==> src/rtl/serial_defs.sv <==
// Shared serial-link encodings: FSM state codes and line levels.
// The matching receiver imports the same definitions.
package serial_defs;

    localparam logic [1:0] IDLE  = 2'd0;
    localparam logic [1:0] START = 2'd1;
    localparam logic [1:0] DATA  = 2'd2;
    localparam logic [1:0] STOP  = 2'd3;

    localparam logic START_BIT  = 1'b0;
    localparam logic STOP_BIT   = 1'b1;
    localparam logic IDLE_LEVEL = 1'b1;

endpackage

==> src/rtl/bit_timer.sv <==
// Bit-period timer: counts 0..CLKS_PER_BIT-1 while enabled.
// tick is high on the last count of each bit period.
module bit_timer #(
    parameter int unsigned CLKS_PER_BIT = 4
) (
    input  logic clk,
    input  logic rst,
    input  logic en,
    output logic tick
);

    localparam int unsigned CNT_W = $clog2(CLKS_PER_BIT) + 1;

    logic [CNT_W-1:0] count;
    logic             last_c;

    assign last_c = (count == CNT_W'(CLKS_PER_BIT - 1));
    assign tick   = en && last_c;

    // Held at zero while disabled so every bit period starts from a clean count
    always_ff @(posedge clk) begin
        if (rst || !en) begin
            count <= '0;
        end else if (last_c) begin
            count <= '0;
        end else begin
            count <= count + CNT_W'(1);
        end
    end

endmodule

==> src/rtl/piso_serial_tx.sv <==
// Parallel-in serial-out frame transmitter: start bit, DATA_W bits LSB-first,
// stop bit, each held CLKS_PER_BIT clocks. All outputs are registered.
module piso_serial_tx #(
    parameter int unsigned DATA_W       = 8,
    parameter int unsigned CLKS_PER_BIT = 4
) (
    input  logic              clk,
    input  logic              rst,
    input  logic [DATA_W-1:0] tx_data,
    input  logic              tx_valid,
    output logic              tx_ready,
    output logic              tx_out,
    output logic              tx_busy,
    output logic              tx_done
);

    import serial_defs::*;

    localparam int unsigned IDX_W = $clog2(DATA_W) + 1;

    logic [1:0]        state;
    logic [1:0]        state_next;
    logic [DATA_W-1:0] shift;
    logic [DATA_W-1:0] shift_next;
    logic [IDX_W-1:0]  bit_idx;
    logic [IDX_W-1:0]  bit_idx_next;
    logic              out_next;
    logic              done_next;
    logic              tick;

    bit_timer #(
        .CLKS_PER_BIT(CLKS_PER_BIT)
    ) u_timer (
        .clk (clk),
        .rst (rst),
        .en  (state != IDLE),
        .tick(tick)
    );

    // State, shift register and registered outputs
    always_ff @(posedge clk) begin
        if (rst) begin
            state    <= IDLE;
            shift    <= '0;
            bit_idx  <= '0;
            tx_out   <= IDLE_LEVEL;
            tx_ready <= 1'b1;
            tx_busy  <= 1'b0;
            tx_done  <= 1'b0;
        end else begin
            state    <= state_next;
            shift    <= shift_next;
            bit_idx  <= bit_idx_next;
            tx_out   <= out_next;
            tx_ready <= (state_next == IDLE);
            tx_busy  <= (state_next != IDLE);
            tx_done  <= done_next;
        end
    end

    // Next state; line level is derived from the state being entered so tx_out stays registered
    always_comb begin
        state_next   = state;
        shift_next   = shift;
        bit_idx_next = bit_idx;
        done_next    = 1'b0;
        out_next     = IDLE_LEVEL;

        case (state)
            IDLE: begin
                if (tx_valid && tx_ready) begin
                    state_next   = START;
                    shift_next   = tx_data;
                    bit_idx_next = '0;
                end
            end
            START: begin
                if (tick) begin
                    state_next = DATA;
                end
            end
            DATA: begin
                if (tick) begin
                    shift_next = shift >> 1;
                    if (bit_idx == IDX_W'(DATA_W - 1)) begin
                        state_next   = STOP;
                        bit_idx_next = '0;
                    end else begin
                        bit_idx_next = bit_idx + IDX_W'(1);
                    end
                end
            end
            STOP: begin
                if (tick) begin
                    state_next = IDLE;
                    done_next  = 1'b1;
                end
            end
            default: begin
                state_next = IDLE;
            end
        endcase

        case (state_next)
            START:   out_next = START_BIT;
            DATA:    out_next = shift_next[0];
            STOP:    out_next = STOP_BIT;
            default: out_next = IDLE_LEVEL;
        endcase
    end

endmodule
==> config.mk <==
export PLATFORM = sky130hd
export DESIGN_NAME = piso_serial_tx
export DESIGN_NICKNAME = d
export VERILOG_FILES = /design/src/rtl/serial_defs.sv /design/src/rtl/bit_timer.sv /design/src/rtl/piso_serial_tx.sv
export SDC_FILE = /design/constraint.sdc
export NUM_CORES = 1
export LEC_CHECK = 0
export ABC_AREA = 1
export ABC_CLOCK_PERIOD_IN_PS = 1600
export BUFFER_PORTS_ARGS = -buffer_cell sky130_fd_sc_hd__buf_2
export CORE_MARGIN = 10
export CORE_UTILIZATION = 52
export CTS_BUF_LIST = sky130_fd_sc_hd__clkbuf_2 sky130_fd_sc_hd__clkbuf_4 sky130_fd_sc_hd__clkbuf_8
export DETAILED_ROUTE_END_ITERATION = 10
export GPL_TIMING_DRIVEN = 0
export MAX_ROUTING_LAYER = met4
export PLACE_DENSITY = 0.77
export SYNTH_ARGS = -nofsm -noshare
export SYNTH_HDL_FRONTEND = slang
export SYNTH_HIERARCHICAL = 1
export SYNTH_SLANG_ARGS = --single-unit
==> constraint.sdc <==
create_clock -name clk -period 1.6 [get_ports clk]
set_input_delay 0.08 -clock clk [delete_from_list [all_inputs] [get_ports clk]]
set_output_delay 0.08 -clock clk [all_outputs]
set_load 0.1 [all_outputs]
==> Word-level counts from Yosys, hierarchy flattened <==
Cells that the tools add are included.
{ "totals": {"regBits": 21, "latch_bits": 0, "ram_bits": 0, "mem_bits_ro": 0, "output_inout_bits": 4, "mem_count": 0} }
{ "classes": {"addsub": 2, "multipliers": 0, "div_mod_pow": 0, "n_lt_le_gt_ge": 0, "n_eq_ne": 9, "shift": 0, "n_mux": 15, "n_bitwise": 1, "reduce_logical": 12} }
{ "ops": {"columns": ["cell", "n"], "rows": [
  ["8-bit 2-to-1 mux", 2],
  ["8-bit case mux with 2 select lines", 1],
  ["4-bit 2-to-1 mux", 3],
  ["2-bit 2-to-1 mux", 5],
  ["2-bit case mux with 4 select lines", 1],
  ["4-bit case mux with 2 select lines", 1],
  ["2-bit equality test (second input constant)", 3],
  ["2-bit nonzero test", 3],
  ["4-bit by 1-bit adder with 4-bit output (second input constant)", 1],
  ["2-bit by 1-bit equality test with 1-bit output (second input constant)", 2],
  ["4-bit by 3-bit equality test with 1-bit output (second input constant)", 1],
  ["2-bit logical NOT", 2],
  ["2-bit inequality test (second input constant)", 2],
  ["2-bit OR reduction", 2],
  ["3-bit by 1-bit adder with 3-bit output (second input constant)", 1],
  ["3-bit by 2-bit equality test with 1-bit output (second input constant)", 1],
  ["3-bit AND reduction", 1],
  ["1-bit logical AND", 2],
  ["1-bit case mux with 2 select lines", 1],
  ["1-bit logical NOT", 1],
  ["1-bit logical OR", 1],
  ["1-bit 2-to-1 mux", 1],
  ["1-bit inverter", 1]
]} }

==> Depth between registers and ports, before layout <==
{ "depth": {"ltp_word": 6, "depth_mapped": 13, "ltp_nobuf": 13} }

==> Modules after synthesis <==
The synthesis kept the hierarchy.
{ "by_module_without_submodules": {"columns": ["module", "n_inst", "cells_per_inst", "area_per_inst_um2"], "rows": [
  ["piso_serial_tx", 1, 119, 849.6],
  ["bit_timer", 1, 15, 128.9]
]} }

==> Worst setup path before layout <==
No wires, ideal clock.
{ "synth_path": {"path_kind": "reg-to-reg", "start": "register tx_ready", "end": "register shift[2]", "setup_time_ns": 0.115, "arrival_ns": 1.773, "setup_slack_ns": -0.288, "stages_incl_launch_ff": 8, "path_buffers": 1, "synth_period_minus_slack_ns": 1.888, "cell_sequence": "dfxtp_1 -> nand2_1 -> inv_1 -> nand2_1 -> nand2_4 -> buf_6 -> nor2_1 -> o21a_1"} }
{ "synth_via": {"elab_chain_cells": 3} }
{ "synth_rtl": {"columns": ["element", "line", "rtl"], "rows": [
  ["from (decl)", "piso_serial_tx.sv:11", "output logic tx_ready,"],
  ["from (signal assigned)", "piso_serial_tx.sv:55", "tx_ready <= (state_next == IDLE);"],
  ["1-bit logical AND", "piso_serial_tx.sv:71", "if (tx_valid && tx_ready) begin"],
  ["2-bit inequality test (no source line)", null, null],
  ["3-bit AND reduction (no source line)", null, null],
  ["to (signal assigned)", "piso_serial_tx.sv:52", "shift <= shift_next;"],
  ["to (decl)", "piso_serial_tx.sv:23", "logic [DATA_W-1:0] shift;"]
]} }
Every way passes these cells.
A chain may end at the register's enable or synchronous reset.

==> Worst setup path in the final report <==
{ "layout_path": {"start": "register u_timer.count[0]", "end": "register tx_out"} }
{ "layout_via": {"elab_chain_cells": 6, "elab_cells_between_ends": 11, "classes_between": "eq/ne (3); mux (7); reduce/logical (1)"} }
{ "layout_rtl": {"columns": ["element", "line", "rtl"], "rows": [
  ["from (decl)", "bit_timer.sv:14", "logic [CNT_W-1:0] count;"],
  ["from (signal assigned)", "bit_timer.sv:27", "count <= count + CNT_W'(1);"],
  ["3-bit by 2-bit equality test with 1-bit output *", "bit_timer.sv:17", "assign last_c = (count == CNT_W'(CLKS_PER_BIT - 1));"],
  ["1-bit logical AND *", "bit_timer.sv:18", "assign tick = en && last_c;"],
  ["via tick", "piso_serial_tx.sv:29", "logic tick;"],
  ["2-bit 2-to-1 mux, on equally long branches", "piso_serial_tx.sv:94, piso_serial_tx.sv:78, piso_serial_tx.sv:83", null],
  ["2-bit case mux with 4 select lines", "piso_serial_tx.sv:69", "case (state)"],
  ["2-bit equality test or 2-bit by 1-bit equality test with 1-bit output (tied branches)", "piso_serial_tx.sv:104", "case (state_next)"],
  ["1-bit case mux with 2 select lines *", "piso_serial_tx.sv:104", null],
  ["to (signal assigned)", "piso_serial_tx.sv:54", "tx_out <= out_next;"],
  ["to (decl)", "piso_serial_tx.sv:12", "output logic tx_out,"]
]} }
The timed path passes the listed nets; every way through them passes the cells marked *. The select of a mux whose other input is x is not followed.

==> flow_summary.yaml <==
synth:
  ys.flop_type: "dfxtp_1"
  synth-seq-cells: 21
  netlist_instances: 134
  yosys-top-cells-area: "dfxtp_1, nand2_1, inv_1, nor2_1, ha_1"
  yosys_warnings: 6
  synth_edf_count: 0
  synth_area_um2: 978.4
  avgSynthCellArea_um2: 7.302
  synth.top_cell.area_share_pct: 42.97
  synth_cell_types: 21
  syn_nets: 148
  yosysMostFrequentCell: "nand2_1"
  synthTopCellsByCount: "nand2_1, dfxtp_1, inv_1"
  async_reset_ff_share_pct: 0
  yosysSeqAreaShare_pct: 42.97
  synth_area_leader_cell: "dfxtp_1"
sta:
  slew_headroom_pct: 67.60
  setup_viol_count_final: 0
  post-route-period-util_pct: 91.47
  skew_ns: 0.004530
  slew_violations: 0
  hold_slack_ns: 0.03010
  min_period_ns: 1.464
  rsz0062_at_grt: "false"
  tightestPinTransition_ns: 0.4893
  hold_viol_final: 0
  clock.fmax_ghz: 0.6833
outcome:
  status: "finished, final reports clean"
finish:
  syn_to_final_growth_pct: 15.22
  fin_cells: 177
  insertedDiodeCount: 0
  nets: 167
  final_layout_size_suffix_gt1_share_pct: 27.63
power:
  intPower_uw: 715.4
  swShare_pct: 28.40
  p_seq_share_pct: 56.3
  max-vdd-ir-drop_mv: 0.6066
  p_comb_share_pct: 17.4
  p_leak_uw: 0.0005198
  clkPwrFrac_pct: 26.3
  power.switching_uw: 283.8
  power_density_nw_per_um2: 886.4
critical_path:
  worstPathArrival_ns: 1.67
  cp-start-kind: "flip-flop"
  cp_slowest_stage_delay_ns: 0.33
  critical-path-top-delay-family: "simple AND/OR/NAND/NOR gates"
  path_cells: "ha_1 -> ha_2 -> nand2_2 -> inv_4 -> nand2_1 -> a21boi_2 -> nand4_1 -> nand2_2 -> nand2_1"
  end_kind: "flip-flop"
  required_ns: 1.81
  critPathMaxFanout: 7
  cp_slowest_cell: "dfxtp_2"
  path_buf_inv: 1
  path_class: "flip-flop to flip-flop"
placement:
  gp_congestion: 0.8651
  place_inst: 173
  dp.final_hpwl_um: 1463
  io_buffers: 14
floorplan:
  num_rows: 15
  die_width_um: 63.38
  dieArea_um2: 4016
  core_area_um2: 1764
  start_util_pct: 55.46
  die_y_um: 63.38
  io_pins: 15
detailed_routing:
  drc_errors: 0
  routed_wl_um: 1891
  drt_iter0_markers: 19
  dr.pass1.iters: 4
  dr_total_vias: 849
  viasPerCell: 4.797
  drtAntennaViolNets: 0
  avgRoutedWirePerCell_um: 10.68
clock_tree:
  cts_buffers: 3
  cts-hold-fix-buffers: 0
  h-tree-depth: 1
  clk_pin_slew_ns: 0.11
  clk_latency_ns: 0.29
  cts.path.max_buffers: 2
  clockRootBuffer: "clkbuf_4"
  cts_tree: "built"
  clock_sinks: 21
grt:
  antenna_found_initial: 0
  grt_remaining_overflow: 0
  grt_pass1_wl_um: 3387
  grt_pass1_vias: 824
  grt_max_degree: 12
  track_usage_pct: 10.42
min_path:
  hp-class: "input port to flip-flop"
run:
  cap_violations: 0
-- placed cells by master, fill, tap and decap left out --
cell	instances
nand2_1	36
dfxtp_1	18
inv_1	16
buf_2	14
nor2_1	12
nand3_1	7
nand2_2	5
a21oi_1	5
o21ai_0	5
o21a_1	5
nor2_2	4
clkbuf_4	4
inv_2	3
dfxtp_2	3
nand2_4	2
ha_1	2
nor2_4	1
buf_6	1
a21boi_2	1
o21ai_1	1
clkinv_1	1
nand4_1	1
nor3_1	1
a21oi_2	1
inv_4	1
nand3_2	1
ha_2	1
-- what timing repair did --
action	4_1_cts	5_1_grt
pin swaps	0	2
endpoints found under the setup margin	3	3
buffers inserted	0	0
gates resized for setup	3	8
-- cell families after synthesis --
kind of cell	count (synthesis)	share of synthesized area (%)
compound gates	18	11.13
fa+ha+maj	3	3.837
buf+inv	22	9.207
flops	21	42.97
simple gates	70	32.86
-- metal layers --
metal  vias up  track usage (%)  part of all wire [%]
li1        450                -                     -
met1       383            11.12                    46
met2        12            16.83                    48
met3         4            3.357                   4.7
met4         0            5.464                   1.0
met5         -                -                     0
-- registers in the layout, summed over array words and instances, names as in the netlist --
register,cells
bit_idx,4
shift,8
state,2
tx_busy,1
tx_done,1
tx_out,1
tx_ready,1
u_timer/count,3
-- area by class of cell --
class | instances | area [µm²]
Buffer | 1 | 11.26
Sequential cell | 21 | 424.2
Fill cell | 181 | 636.9
Tap cell | 25 | 31.28
Clock buffer | 4 | 30.03
Inverter | 21 | 81.33
Timing Repair Buffer | 14 | 70.07
Multi-Input combinational cell | 91 | 479.2
-- tightest hold or removal path, cell delays in order --
cell	delay [ns]
buf_2	0.10
nand2_1	0.05
a21oi_1	0.05
-- final timing paths --
check / depth (start not counted) / to / slack, ns / from
hold reg to reg: 1 / u_timer/count[0] / 0.40 / u_timer/count[0]
setup / recovery: 9 / tx_out / 0.14 / u_timer/count[0]
setup reg to reg: 9 / tx_out / 0.14 / u_timer/count[0]
hold / removal: 3 / shift[7] / 0.03 / tx_data[7]
-- power by group through the flow --
stage | clock network (µW) | logic (µW) | registers (µW)
after floorplan | 0 | 85.5 | 619
after global placement | 0 | 167 | 573
after detailed placement | 0 | 171 | 574
after CTS | 276 | 172 | 562
after global routing | 308 | 192 | 567
final | 262 | 174 | 563
-- per-stage QoR --
| step | cell area [µm²] | setup slack, ns | util [%] | setup TNS (ns) | power (µW) |
|---|---|---|---|---|---|
| after floorplan | 979.7 | 0.06705 | - | 0 | 704.1 |
| after global placement | 1081 | -0.004109 | 61.28 | -0.004109 | 739.2 |
| after detailed placement | 1081 | -0.06650 | 61.28 | -0.1216 | 744.5 |
| after CTS | 1112 | 0.06001 | 63.05 | 0 | 1010 |
| after global routing | 1127 | 0.03531 | 63.90 | 0 | 1067 |
| final | 1127 | 0.1364 | 63.90 | 0 | 999.2 |
Power figures use the tool's default switching activity.
